## src/rtl/ysyx_25020047_data_sram_pkg.sv

```systemverilog
// rtl/ysyx_25020047_data_sram_pkg.sv - shared types, defaults and helpers for the data SRAM responder
package ysyx_25020047_data_sram_pkg;

    // Responder FSM state encoding (2 bits)
    typedef enum logic [1:0] {
        ST_IDLE = 2'd0,
        ST_WAIT = 2'd1,
        ST_RESP = 2'd2
    } sram_state_e;

    localparam logic [31:0] PMEM_BASE_DEF = 32'h8000_0000;
    localparam logic [31:0] PMEM_SIZE_DEF = 32'h0800_0000;

    // Wide enough for any practical latency setting
    localparam int CNT_W = 16;

    // Unsigned window check; the offset form avoids wrapping past 2^32
    function automatic logic in_pmem(input logic [31:0] addr,
                                     input logic [31:0] base,
                                     input logic [31:0] size);
        logic [31:0] off;
        off = addr - base;
        return (addr >= base) && (off < size);
    endfunction

    function automatic logic [31:0] word_align(input logic [31:0] addr);
        return {addr[31:2], 2'b00};
    endfunction

endpackage

```

## src/rtl/ysyx_25020047_data_sram_if.sv

```systemverilog
// rtl/ysyx_25020047_data_sram_if.sv - LSU data port request/response bundle
interface ysyx_25020047_data_sram_if;

    logic        req_valid;
    logic        req_ready;
    logic        req_wen;
    logic [31:0] req_addr;
    logic [31:0] req_wdata;
    logic [3:0]  req_wmask;
    logic        resp_valid;
    logic        resp_ready;
    logic [31:0] resp_rdata;
    logic        resp_err;

    // LSU side
    modport master (
        output req_valid, req_wen, req_addr, req_wdata, req_wmask, resp_ready,
        input  req_ready, resp_valid, resp_rdata, resp_err
    );

    // Memory responder side
    modport slave (
        input  req_valid, req_wen, req_addr, req_wdata, req_wmask, resp_ready,
        output req_ready, resp_valid, resp_rdata, resp_err
    );

endinterface

```

## src/rtl/ysyx_25020047_lat_cnt.sv

```systemverilog
// rtl/ysyx_25020047_lat_cnt.sv - loadable down-counter with zero flag for access latency
module ysyx_25020047_lat_cnt
    import ysyx_25020047_data_sram_pkg::*;
#(
    parameter int W = CNT_W
) (
    input  logic         clk,
    input  logic         rst_n,
    input  logic         load_i,
    input  logic [W-1:0] load_val_i,
    input  logic         dec_i,
    output logic         zero_o
);

    logic [W-1:0] cnt_q;
    logic [W-1:0] cnt_d;

    // Load has priority; decrement saturates at zero
    always_comb begin
        cnt_d = cnt_q;
        if (load_i) begin
            cnt_d = load_val_i;
        end else if (dec_i && (cnt_q != '0)) begin
            cnt_d = cnt_q - 1'b1;
        end
    end

    // Counter register
    always_ff @(posedge clk or negedge rst_n) begin
        if (!rst_n) begin
            cnt_q <= '0;
        end else begin
            cnt_q <= cnt_d;
        end
    end

    assign zero_o = (cnt_q == '0);

endmodule

```

## src/rtl/ysyx_25020047_data_sram.sv

```systemverilog
// rtl/ysyx_25020047_data_sram.sv - single-outstanding LSU data responder with programmable latency
module ysyx_25020047_data_sram
    import ysyx_25020047_data_sram_pkg::*;
#(
    parameter int          LATENCY   = 1,
    parameter logic [31:0] PMEM_BASE = PMEM_BASE_DEF,
    parameter logic [31:0] PMEM_SIZE = PMEM_SIZE_DEF
) (
    input  logic                         clk,
    input  logic                         rst_n,
    ysyx_25020047_data_sram_if.slave     bus,
    // Physical memory port: the access happens on the edge where ren/wen is high
    output logic                         pmem_ren_o,
    output logic                         pmem_wen_o,
    output logic [31:0]                  pmem_addr_o,
    output logic [31:0]                  pmem_wdata_o,
    output logic [3:0]                   pmem_wmask_o,
    input  logic [31:0]                  pmem_rdata_i
);

    localparam logic [CNT_W-1:0] WAIT_LOAD = (LATENCY >= 2) ? CNT_W'(LATENCY - 2) : '0;

    sram_state_e state_q;
    logic        req_ready_q;
    logic        resp_valid_q;
    logic [31:0] rdata_q;
    logic        err_q;
    logic        wen_q;
    logic [31:0] addr_q;
    logic [31:0] wdata_q;
    logic [3:0]  wmask_q;

    logic        accept;
    logic        cnt_zero;
    logic        access_now;
    logic        acc_wen;
    logic [31:0] acc_addr;
    logic [31:0] acc_wdata;
    logic [3:0]  acc_wmask;
    logic        acc_in_range;

    assign accept = (state_q == ST_IDLE) && bus.req_valid;

    ysyx_25020047_lat_cnt #(.W(CNT_W)) u_lat_cnt (
        .clk        (clk),
        .rst_n      (rst_n),
        .load_i     (accept && (LATENCY > 1)),
        .load_val_i (WAIT_LOAD),
        .dec_i      (state_q == ST_WAIT),
        .zero_o     (cnt_zero)
    );

    // Select the access source: live request on a latency-1 accept, latched request otherwise
    always_comb begin
        acc_wen    = wen_q;
        acc_addr   = addr_q;
        acc_wdata  = wdata_q;
        acc_wmask  = wmask_q;
        access_now = (state_q == ST_WAIT) && cnt_zero;
        if (state_q == ST_IDLE) begin
            acc_wen   = bus.req_wen;
            acc_addr  = bus.req_addr;
            acc_wdata = bus.req_wdata;
            acc_wmask = bus.req_wmask;
        end
        if (LATENCY == 1) begin
            access_now = accept;
        end
        acc_in_range = in_pmem(acc_addr, PMEM_BASE, PMEM_SIZE);
    end

    assign pmem_ren_o   = access_now && acc_in_range && !acc_wen;
    assign pmem_wen_o   = access_now && acc_in_range && acc_wen && (acc_wmask != 4'h0);
    assign pmem_addr_o  = word_align(acc_addr);
    assign pmem_wdata_o = acc_wdata;
    assign pmem_wmask_o = acc_wmask;

    // Request latch, access capture and handshake FSM with registered outputs
    always_ff @(posedge clk or negedge rst_n) begin
        if (!rst_n) begin
            state_q      <= ST_IDLE;
            req_ready_q  <= 1'b1;
            resp_valid_q <= 1'b0;
            rdata_q      <= '0;
            err_q        <= 1'b0;
            wen_q        <= 1'b0;
            addr_q       <= '0;
            wdata_q      <= '0;
            wmask_q      <= '0;
        end else begin
            if (access_now) begin
                rdata_q <= (acc_in_range && !acc_wen) ? pmem_rdata_i : '0;
                err_q   <= !acc_in_range;
            end
            unique case (state_q)
                ST_IDLE: begin
                    if (accept) begin
                        wen_q       <= bus.req_wen;
                        addr_q      <= bus.req_addr;
                        wdata_q     <= bus.req_wdata;
                        wmask_q     <= bus.req_wmask;
                        req_ready_q <= 1'b0;
                        if (LATENCY == 1) begin
                            state_q      <= ST_RESP;
                            resp_valid_q <= 1'b1;
                        end else begin
                            state_q <= ST_WAIT;
                        end
                    end
                end
                ST_WAIT: begin
                    if (cnt_zero) begin
                        state_q      <= ST_RESP;
                        resp_valid_q <= 1'b1;
                    end
                end
                ST_RESP: begin
                    if (bus.resp_ready) begin
                        state_q      <= ST_IDLE;
                        resp_valid_q <= 1'b0;
                        req_ready_q  <= 1'b1;
                    end
                end
                default: begin
                    state_q      <= ST_IDLE;
                    resp_valid_q <= 1'b0;
                    req_ready_q  <= 1'b1;
                end
            endcase
        end
    end

    assign bus.req_ready  = req_ready_q;
    assign bus.resp_valid = resp_valid_q;
    assign bus.resp_rdata = rdata_q;
    assign bus.resp_err   = err_q;

endmodule

```

## src/flat_wrapper.sv

```systemverilog
// flat-port wrapper written by rule: the top's interface ports become plain ports
module ysyx_25020047_data_sram_flat import ysyx_25020047_data_sram_pkg::*;
#(
    parameter int          LATENCY   = 1,
    parameter logic [31:0] PMEM_BASE = PMEM_BASE_DEF,
    parameter logic [31:0] PMEM_SIZE = PMEM_SIZE_DEF
)
  (clk, rst_n, pmem_ren_o, pmem_wen_o, pmem_addr_o, pmem_wdata_o, pmem_wmask_o, pmem_rdata_i, bus_req_valid, bus_req_wen, bus_req_addr, bus_req_wdata, bus_req_wmask, bus_resp_ready, bus_req_ready, bus_resp_valid, bus_resp_rdata, bus_resp_err);
  ysyx_25020047_data_sram_if bus_i ();
  input  logic clk;
  input  logic rst_n;
  output logic pmem_ren_o;
  output logic pmem_wen_o;
  output logic [31:0] pmem_addr_o;
  output logic [31:0] pmem_wdata_o;
  output logic [3:0] pmem_wmask_o;
  input  logic [31:0] pmem_rdata_i;
  input wire logic [$bits(bus_i.req_valid)-1:0] bus_req_valid;
  input wire logic [$bits(bus_i.req_wen)-1:0] bus_req_wen;
  input wire logic [$bits(bus_i.req_addr)-1:0] bus_req_addr;
  input wire logic [$bits(bus_i.req_wdata)-1:0] bus_req_wdata;
  input wire logic [$bits(bus_i.req_wmask)-1:0] bus_req_wmask;
  input wire logic [$bits(bus_i.resp_ready)-1:0] bus_resp_ready;
  output wire logic [$bits(bus_i.req_ready)-1:0] bus_req_ready;
  output wire logic [$bits(bus_i.resp_valid)-1:0] bus_resp_valid;
  output wire logic [$bits(bus_i.resp_rdata)-1:0] bus_resp_rdata;
  output wire logic [$bits(bus_i.resp_err)-1:0] bus_resp_err;
  assign bus_i.req_valid = bus_req_valid;
  assign bus_i.req_wen = bus_req_wen;
  assign bus_i.req_addr = bus_req_addr;
  assign bus_i.req_wdata = bus_req_wdata;
  assign bus_i.req_wmask = bus_req_wmask;
  assign bus_i.resp_ready = bus_resp_ready;
  assign bus_req_ready = bus_i.req_ready;
  assign bus_resp_valid = bus_i.resp_valid;
  assign bus_resp_rdata = bus_i.resp_rdata;
  assign bus_resp_err = bus_i.resp_err;
  ysyx_25020047_data_sram #(.LATENCY(LATENCY), .PMEM_BASE(PMEM_BASE), .PMEM_SIZE(PMEM_SIZE)) u_core (.clk(clk), .rst_n(rst_n), .bus(bus_i), .pmem_ren_o(pmem_ren_o), .pmem_wen_o(pmem_wen_o), .pmem_addr_o(pmem_addr_o), .pmem_wdata_o(pmem_wdata_o), .pmem_wmask_o(pmem_wmask_o), .pmem_rdata_i(pmem_rdata_i));
endmodule
```

## config.mk

```make
export PLATFORM = sky130hd
export DESIGN_NAME = ysyx_25020047_data_sram_flat
export DESIGN_NICKNAME = d
export VERILOG_FILES = /design/src/rtl/ysyx_25020047_data_sram_pkg.sv /design/src/rtl/ysyx_25020047_data_sram_if.sv /design/src/rtl/ysyx_25020047_lat_cnt.sv /design/src/rtl/ysyx_25020047_data_sram.sv /design/src/flat_wrapper.sv
export SDC_FILE = /design/constraint.sdc
export NUM_CORES = 1
export LEC_CHECK = 0
export ABC_CLOCK_PERIOD_IN_PS = 1800
export CAP_MARGIN = 10
export CORE_MARGIN = 5
export CORE_UTILIZATION = 43
export CTS_CLUSTER_DIAMETER = 40
export CTS_CLUSTER_SIZE = 28
export DETAILED_ROUTE_END_ITERATION = 6
export HOLD_SLACK_MARGIN = 0.05
export PLACE_DENSITY = 0.81
export SETUP_SLACK_MARGIN = 0.05
export SKIP_CTS_REPAIR_TIMING = 1
export SKIP_LAST_GASP = 1
export SLEW_MARGIN = 10
export SYNTH_ARGS = -nofsm -noshare
export SYNTH_HDL_FRONTEND = slang
export SYNTH_SLANG_ARGS = --single-unit
```

## constraint.sdc

```tcl
create_clock -name clk -period 1.8 [get_ports clk]
set_input_delay 0.18 -clock clk [delete_from_list [all_inputs] [get_ports clk]]
set_output_delay 0.18 -clock clk [all_outputs]
set_load 0.03 [all_outputs]
```

# After elaboration in Yosys (flattened, before gate mapping)
# Index checks and enable logic that the tools add are counted.
# word_totals
register_bits	122
out_inout_bits	105
word_cells	53
inputBits	105
romBits	0
mem_bits_rw	0
latchBits	0
mem_count	0
# classes
n_mul	0
n_div	0
reduce_logical	17
mux	16
bitwise	1
shift	0
n_addsub	2
eq_ne	5
order_cmp	2
# op_table
op	n
$mux W32	3
$ge A32 B32 Y1 const B	1
$lt A32 B28 Y1 const B	1
$sub A32 B32 Y32 const B	1
$logic_not A16 Y1	1
$reduce_bool A16 Y1	1
$sub A16 B1 Y16 const B	1
$logic_and A1 B1 Y1	8
$mux W1	6
$mux W2	3
$pmux W1 S3	2
$pmux W2 S3	1
$reduce_and A3 Y1	2
$mux W4	1
$ne A2 B1 Y1 const B	2
$reduce_bool A4 Y1	1
$eq A2 B1 Y1 const B	1
$eq A2 B2 Y1 const B	1
$logic_not A1 Y1	2
$logic_not A2 Y1	1
$ne A2 B2 Y1 const B	1
$reduce_and A2 Y1	1
$not A1 Y1	1

# Depth between registers and ports, before layout
# logic_depth
depth_word	8
depth_mapped	6
mapped_depth_nobuf	3

# Worst setup path after synthesis
# Ideal clock, no wire load.
# synth_path
path_type	register -> output
from	register, netlist name u_core.bus.resp_valid
to	output port pmem_addr_o[2]
t_required_ps	1620
arrival_time_ps	1510
stages_incl_launch_ff	5
path_buffers	3
slack_ps	110
path_cell_list	dfrtp_1 -> buf_2 -> buf_2 -> buf_4 -> mux2_2
# synth_lines
element	line_no	rtl
end, declared	flat_wrapper.sv:14	output logic [31:0] pmem_addr_o;

==> results.ini <==
[power_and_ir_drop]
vdd_drop_max_v = 0.0004936
p_total_mw = 7.324
power_density_nw_per_um2 = 988.4
leakagePower_nw = 3.679

[worst_setup_path]
criticalPathCategory = reg2out
cp-start-kind = flip-flop
cp-end-kind = primary output
reg2reg_to = u_core.bus.resp_rdata[6]$_DFFE_PN0P_
reg2regPathDepth = 6
r2r_start = u_core.bus.resp_valid$_DFFE_PN0P_
reg2reg_slack_ps = 180
cp_max_fo = 5
cp.required_ps = 1620
crit_arrival_ps = 1680

[global_routing]
grt_antenna_before_repair = 0
grt_overflow = 0
track_usage_pct = 20.28
grt_max_degree = 63
grt_pass1_wl_um = 21800
grt_pass1_vias = 4445

[route]
num_vias = 4279
avgRoutedWirePerCell_um = 16.16
drt_iter0_drc = 255
drt_wl_total_um = 14030
vias_per_cell = 4.930
drc = 0
drt_first_pass_iters = 4
ant_nets = 0

[yosys]
synthMostInstantiatedCell = nand2_1
yosys_warnings = 0
synth_flop_cell = dfrtp_1
synth_common_cells = 263 x nand2_1, 100 x dfrtp_1, 66 x mux2_2, 30 x o21ai_2, 22 x buf_2
yosysTopAreaCellShare_pct = 51.52
synth_cells = 514
seq_area_frac_synth_pct = 52.06
synth_area_leader_cell = dfrtp_1
syn_area_per_cell_sq_um = 9.450
async_flop_share_pct = 100.0
ys_top_cells_by_area = dfrtp_1 52%, nand2_1 20%, mux2_2 15%
synth_edf_count = 0
ys_seq_elements = 101
syn_area_sq_um = 4857
yosysUniqueCellTypes = 21

[finish]
seqCellArea_sq_um = 2530
syn2layout_area_growth_pct = 52.55
finish.net_count = 828
fill_cells = 861
multi_input_area_sq_um = 2141
final_area_sq_um = 7410
antenna_cells = 0
layout-drive-gt1-share_pct = 27.34

[clock_network]
clkTransAtPathRegs_ps = 70
clk_latency_ps = 340
cts_buffers = 9
clockRootBuffer = clkbuf_16
h-tree-depth = 3
cts_tree = built
clockBufferDepth = 2
clock-sinks = 101

[timing]
setup_violations = 5
slew_viol_final = 0
rsz0062_at_grt = yes
hold_violations = 0
fin_ws_ps = -63.35
timing.final.crit_period_ps = 1863
post-route-period-util_pct = 103.5
fmax_ghz = 0.5367
skew_ps = 6.585

[run]
maxCapViolCount = 0

[placement]
io_buffers = 205
place_congestion = 0.7799
dpl-instance-area_sq_um = 7116
dp.final_hpwl_um = 9963
pre_cts_ws_ps = 7.160

[status]
violations = negative setup slack
status = finished, violations left

[hold_path]
hold_path_class = in2async

[floorplan]
die_area_sq_um = 13520
die_w_um = 116.3
die_h_um = 116.3
start_util_pct = 44.42
io_pins = 210
row_count = 38
core_sq_um = 10940

routing by layer:
| metal | up-vias | part of all wire [%] | GRT usage [%] | wire (um) |
|---|---|---|---|---|
| li1 | 2052 | - | - | - |
| met4 | 0 | 2.6 | 6.806 | 368 |
| met1 | 2041 | 39 | 24.39 | 5438 |
| met5 | - | 0 | 0 | 0 |
| met3 | 23 | 10 | 7.306 | 1423 |
| met2 | 163 | 48 | 33.87 | 6798 |
kinds of logic after synthesis:
group | synth area share, %
buffers and inverters | 4.431
muxes | 15.30
AOI/OAI and AO/OA | 5.925
DFF | 52.06
other | 0.07721
and+or+nand+nor | 22.21
stage by stage:
step                hold slack [ps]  utilization, %  TNS, ps  std cells
global placement              147.2           65.07        0        842
detailed placement            151.4           65.07        0        842
finish                        302.1           67.76   -139.1        868
global route                  338.8           67.76    -1660        868
floorplan                    -115.6               -        0        515
CTS                          -216.7           68.05   -20690        858
worst max-delay path by stage:
stage | end | slack [ps] | start | cells after the start
after detailed placement | pmem_addr_o[31] | 7 | u_core.bus.resp_valid$_DFFE_PN0P_ | 3
after floorplan | pmem_addr_o[2] | 110 | u_core.bus.resp_valid$_DFFE_PN0P_ | 4
after global routing | pmem_wen_o | -130 | u_core.bus.resp_valid$_DFFE_PN0P_ | 6
after CTS | pmem_addr_o[31] | -370 | u_core.bus.resp_valid$_DFFE_PN0P_ | 3
final | pmem_wen_o | -60 | u_core.bus.resp_valid$_DFFE_PN0P_ | 6
after global placement | pmem_addr_o[31] | 20 | u_core.bus.resp_valid$_DFFE_PN0P_ | 3
cell usage in the layout, fill, tap and decap left out:
cell type        instances
clkbuf_2                10
clkbuf_16               11
clkbuf_1                 1
o21ai_2                 30
dfstp_2                  1
nand4_4                  1
nor2_1                   2
nor2b_4                  1
clkinv_4                 1
dfrtp_1                 99
dlygate4sd3_1            1
dfrtp_2                  1
inv_1                    2
nor4_1                   1
buf_4                   22
clkinvlp_4               3
conb_1                   2
nand2b_4                 1
and2_4                   1
clkdlybuf4s50_1        134
nor4_4                   1
o21ai_0                  5
bufinv_16                2
mux2_2                  66
buf_6                    2
buf_12                   9
dlymetal6s2s_1          19
clkbuf_8                 1
buf_2                   33
nand2_1                263
and3_4                   2
registers in the layout, indices dropped and copies added (netlist names):
name,flops
u_core.wmask_q,4
u_core.bus.req_ready,1
u_core.addr_q,30
u_core.bus.resp_err,1
u_core.bus.resp_valid,1
u_core.bus.resp_rdata,32
u_core.wdata_q,32
worst max-delay path, stage by stage (launching register included):
cell and delay (ps):
dfrtp_2 450, buf_12 140, buf_6 110, nor2b_4 120, and3_4 200, and3_4 190, buf_12 120
power breakdown:
| group | internal (mW) | total [mW] | switching (mW) |
|---|---|---|---|
| Combinational | 1.05 | 2.46 | 1.41 |
| Clock | 1.26 | 2.10 | 0.839 |
| Sequential | 2.59 | 2.76 | 0.175 |
| Total | 4.90 | 7.32 | 2.43 |
cell type report:
class / count / area share [%]
inverter: 3 / 0.2026
timing repair buffer: 232 / 29.99
sequential: 101 / 34.14
clock inverter: 5 / 1.131
multi-input combinational: 376 / 28.89
tap: 140 / 2.364
clock buffer: 11 / 3.276
No activity file was read; power rests on OpenSTA's default activity.
==> RTL change 1, RTL diff (config.mk and constraints unchanged) <==
The 3 states of `sram_state_e` get a one-hot encoding in 3 bits.
--- a/src/rtl/ysyx_25020047_data_sram_pkg.sv
+++ b/src/rtl/ysyx_25020047_data_sram_pkg.sv
@@ -2,10 +2,10 @@
 package ysyx_25020047_data_sram_pkg;
 
     // Responder FSM state encoding (2 bits)
-    typedef enum logic [1:0] {
-        ST_IDLE = 2'd0,
-        ST_WAIT = 2'd1,
-        ST_RESP = 2'd2
+    typedef enum logic [2:0] {
+        ST_IDLE = 3'b001,
+        ST_WAIT = 3'b010,
+        ST_RESP = 3'b100
     } sram_state_e;
 
     localparam logic [31:0] PMEM_BASE_DEF = 32'h8000_0000;
Function: same outputs for any inputs over 10 cycles, from zero or initial values and one cycle with rst_n low; not proved beyond that.
==> RTL change 1 against the unedited design <==
  * The run still ends with negative setup slack left
  * Cell count rose by 0.58%
  * Routed wire length rose by 3.7%
  * Total power rose by 36%
  * Area after synthesis rose by 1.4%
  * Count of clock-buffer cells in the layout rose by 1
  * Design area fell by 0.15%
  * Hold slack got worse by 150 ps
  * Maximum frequency fell by 7.9%
  * Critical path depth fell by 1
  * Sequential cell count did not move
  * Setup slack got worse by 160 ps
  * Highest routed layer unchanged
==> RTL change 1: results (changes against the unedited design) <==
stage,metric,value,unit,change
placement,pre-CTS setup slack,-320,ps,-328 ps
logic_synthesis,Synth async-reset ratio,100,%,unchanged
grt,number of global-route vias before repair,4650,,+4.6%
logic_synthesis,YS warnings,0,,unchanged
status,status,finished with violations,,
logic_synthesis,count of different cell masters after synthesis,22,,+4.8%
drt,TritonRoute pass-1 iters,4,,unchanged
drt,Total Wirelength,14.6,mm,+3.7%
grt,Total GRT Usage,20.8,%,+0.53 points
placement,area post-placement,0.00722,sq mm,+1.4%
timing,Setup Skew,6.76,ps,+0.171 ps
placement,Port Buffer Count,205,,unchanged
setup_path,worst-case reg-to-reg path depth,5,,-1
logic_synthesis,most frequent cells after synthesis,"nand2_1 (263), dfrtp_1 (100), mux2_2 (67), o31ai_2 (28), clkbuf_1 (21)",,
logic_synthesis,register area share after synthesis,51.3,%,-0.74 points
setup_path,Worst EP arrival,1840,ps,+160 ps
clocking,total CTS buffers,9,,unchanged
timing,Final WS setup,-224,ps,-160 ps
drt,Initial DRC Count,241,,-5.5%
layout,Final Net Count,830,,+0.24%
placement,DP HPWL,10.4,mm,+4.8%
drt,via count,4354,,+1.8%
setup_path,largest stage delay on the critical path,530,ps,+80 ps
logic_synthesis,"top cells by area, synth","dfrtp_1 (51%), nand2_1 (20%), mux2_2 (15%)",,
timing,Final setup viols,67,,+62
layout,ant diodes,0,,unchanged
layout,layout cells sized above 1,29.9,%,+2.5 points
setup_path,Crit Path Max Fanout,12,,+7
worst_hold_path,min-delay worst type,primary input to flop,,
grt,largest net degree at the start of global routing,70,,+11%
placement,routability cong.,0.818,,+4.9%
grt,first-pass GRT wire length,22.6,mm,+3.8%
power,leakage power,3.55,nW,-3.4%
power,Max VDD drop,0.817,mV,+65%
status,failing checks,negative setup slack,,
setup_path,crit path max-delay cell type,dfstp_2,,
RTL change 1: critical path, delay by kind of cell, from the launching register on:
family | cells | cell delay [ps]
muxes | 1 | 340
and+or+nand+nor | 1 | 130
DFF | 1 | 530
buffers and inverters | 3 | 520
RTL change 1: cell families after synthesis:
group | count (synthesis) | share of synthesized area (%)
AOI/OAI and AO/OA | 33 | 7.82
buffers and inverters | 40 | 4.24
DFF | 101 | 51.3
muxes | 67 | 15.3
other | 1 | 0.0761
and+or+nand+nor | 272 | 21.2
RTL change 1: metrics by stage:
stage          cells  power, W  setup TNS, ps
2_1_floorplan    515   0.00637              0
3_3_place_gp     845   0.00829         -24390
3_5_place_dp     845   0.00845         -26840
4_1_cts          861    0.0104         -41940
5_1_grt          873    0.0106         -18210
6_report         873   0.00997         -13530
RTL change 1: power breakdown:
| part | internal (W) | switching, W | leakage (nW) | total [W] |
|---|---|---|---|---|
| logic | 0.00193 | 0.00287 | 2.12 | 0.00479 |
| clock network | 0.00111 | 0.000791 | 0.143 | 0.00190 |
| registers | 0.00291 | 0.000357 | 1.29 | 0.00327 |
RTL change 1: path summary, 6_finish.rpt:
kind	startpoint	end	slack, ps
max	u_core.state_q[0]	pmem_addr_o[12]	-220
min	bus_req_addr[27]	u_core.addr_q[27]	150
max reg2reg	u_core.state_q[0]	u_core.bus.resp_err	160
min reg2reg	u_core.wdata_q[31]	u_core.wdata_q[31]	470
max in group asynchronous	rst_n	u_core.addr_q[13]	750
min in group asynchronous	rst_n	u_core.addr_q[15]	380
RTL change 1: area by class of cell:
cell class	instances	area (sq um)
clock inverters	4	47.5
well taps	143	179
repair buffers	238	2160
clock buffers	12	246
flip-flops and latches	101	2530
multi-input cells	374	2230
inverters	1	3.75
fillers	919	3920
RTL change 1: metal layers:
| layer | part of all wire (%) | GRT usage [%] | vias up |
|---|---|---|---|
| met5 | 0 | 0 | - |
| met4 | 2.6 | 7.72 | 0 |
| met3 | 8.2 | 5.14 | 32 |
| met2 | 50 | 35.7 | 172 |
| met1 | 39 | 25.4 | 2064 |
| li1 | - | - | 2086 |
==> RTL change 2, RTL diff (config.mk and constraints unchanged) <==
Made on the original files. `LATENCY` is set to 1 in 2 places; all go to 0.
--- a/src/rtl/ysyx_25020047_data_sram.sv
+++ b/src/rtl/ysyx_25020047_data_sram.sv
@@ -2,7 +2,7 @@
 module ysyx_25020047_data_sram
     import ysyx_25020047_data_sram_pkg::*;
 #(
-    parameter int          LATENCY   = 1,
+    parameter int          LATENCY   = 0,
     parameter logic [31:0] PMEM_BASE = PMEM_BASE_DEF,
     parameter logic [31:0] PMEM_SIZE = PMEM_SIZE_DEF
 ) (
--- a/src/flat_wrapper.sv
+++ b/src/flat_wrapper.sv
@@ -1,7 +1,7 @@
 // flat-port wrapper written by rule: the top's interface ports become plain ports
 module ysyx_25020047_data_sram_flat import ysyx_25020047_data_sram_pkg::*;
 #(
-    parameter int          LATENCY   = 1,
+    parameter int          LATENCY   = 0,
     parameter logic [31:0] PMEM_BASE = PMEM_BASE_DEF,
     parameter logic [31:0] PMEM_SIZE = PMEM_SIZE_DEF
 )
Formal check against the unedited RTL: not equivalent (a bounded check fails within 4 cycles, from zero or initial values and one cycle with rst_n low).
==> RTL change 2 against the unedited design <==
  * The flow still finishes with violations (negative setup slack)
  * Hold slack worse by 60 ps
  * Count of clock-buffer cells in the layout is 13 higher
  * Design area is 35% higher
  * Setup slack worse by 550 ps
  * Sequential cell count is 19 higher
  * Routed wire length is 36% higher
  * Area after synthesis is 21% higher
  * Cell count is 9.4% higher
  * Non-clock buffer count is 74 higher
  * Largest cell class is now non-clock buffers
Power is not compared: it rests on default switching activity, and its combinational part moved more than twofold at a synthesized area within 25%.
==> RTL change 2: results (changes against the unedited design) <==
stage,metric,value,unit,change
status,failing checks,negative setup slack,,
grt,met2 usage,34.3,%,+0.47 points
placement,pre-CTS setup slack,-295,ps,-302 ps
drt,Vias/cell,5.28,,+7.1%
layout,Final Net Count,869,,+5.0%
grt,largest net degree at the start of global routing,42,,-33%
drt,WL met2,10.1,mm,+49%
grt,Total GRT Usage,20.5,%,+0.18 points
drt,Initial DRC Count,160,,-37%
status,status,finished with violations,,
logic_synthesis,"top cells by area, synth","dfrtp_1 (51%), mux2_2 (26%), a31o_1 (4.3%)",,
clocking,total CTS buffers,17,,+8
grt,first-pass GRT wire length,26.3,mm,+21%
clocking,Worst-Skew Late Latency,420,ps,+80 ps
logic_synthesis,count of different cell masters after synthesis,44,,+110%
grt,met3 global-route usage,7.94,%,+0.64 points
timing,Setup Skew,8.92,ps,+2.34 ps
clocking,H-tree depth,4,,+1
placement,DP HPWL,11.9,mm,+19%
placement,routability cong.,0.813,,+4.2%
logic_synthesis,most frequent cells after synthesis,"mux2_2 (133), dfrtp_1 (119), inv_1 (35), a31oi_1 (32), a31o_1 (29)",,
timing,Final setup viols,129,,+124
timing,setup TNS,-30480,ps,"-30,340 ps"
layout,Fill cells,789,,-8.4%
logic_synthesis,register area share after synthesis,51.2,%,-0.89 points
grt,number of global-route vias before repair,5112,,+15%
drt,Routed wire per std cell,20.1,um,+24%
layout,ant diodes,0,,unchanged
layout,layout cells sized above 1,42.9,%,+16 points
timing,Final WS setup,-617,ps,-554 ps
setup_path,Crit Path Max Fanout,4,,-1
-- RTL change 2: area by class of cell --
type	count	area share, %
clock buffers	24	4.90
flip-flops and latches	120	29.9
inverters	35	1.31
multi-input cells	282	28.7
repair buffers	306	31.8
well taps	176	2.19
clock inverters	7	1.16
-- RTL change 2: power by group through the flow --
stage	clock (W)	sequential, W	combinational, W
CTS	0.00357	0.00405	0.00785
global placement	0	0.00401	0.00766
global route	0.00372	0.00420	0.0101
detailed placement	0	0.00408	0.00779
finish	0.00354	0.00411	0.00966
floorplan	0	0.00404	0.00483
-- RTL change 2: critical path, stage by stage, from the launching register on --
cell and delay [ps]:
dfrtp_1 390, or4_4 540, nor4_4 170, and3_4 260
nor4b_4 290, buf_12 160
-- RTL change 2: final timing paths --
| path | start | to | slack, ps | cells past startpoint |
|---|---|---|---|---|
| max | u_core.u_lat_cnt.cnt_q[3] | pmem_wen_o | -620 | 5 |
| min | rst_n | u_core.addr_q[11] | 240 | 2 |
| max reg2reg | u_core.u_lat_cnt.cnt_q[13] | u_core.state_q[0] | -290 | 5 |
| min reg2reg | u_core.u_lat_cnt.cnt_q[15] | u_core.u_lat_cnt.cnt_q[15] | 480 | 1 |
| max in group asynchronous | rst_n | u_core.bus.req_ready | 840 | 3 |
| min in group clk | pmem_rdata_i[1] | u_core.bus.resp_rdata[1] | 370 | 2 |
-- RTL change 2: per-stage QoR --
stage / instance area [sq um] / cells
floorplan: 5930 / 474
global placement: 8410 / 864
detailed placement: 8410 / 864
CTS: 9020 / 895
global route: 10000 / 950
finish: 10000 / 950
-- RTL change 2: kinds of logic after synthesis --
kind of cell / synth area share (%)
adders and majority gates: 0.426
AOI/OAI and AO/OA: 9.70
buffers and inverters: 5.16
other: 0.0639
DFF: 51.2
muxes: 26.0
xor gates and xnor gates: 2.09
and+or+nand+nor: 5.35
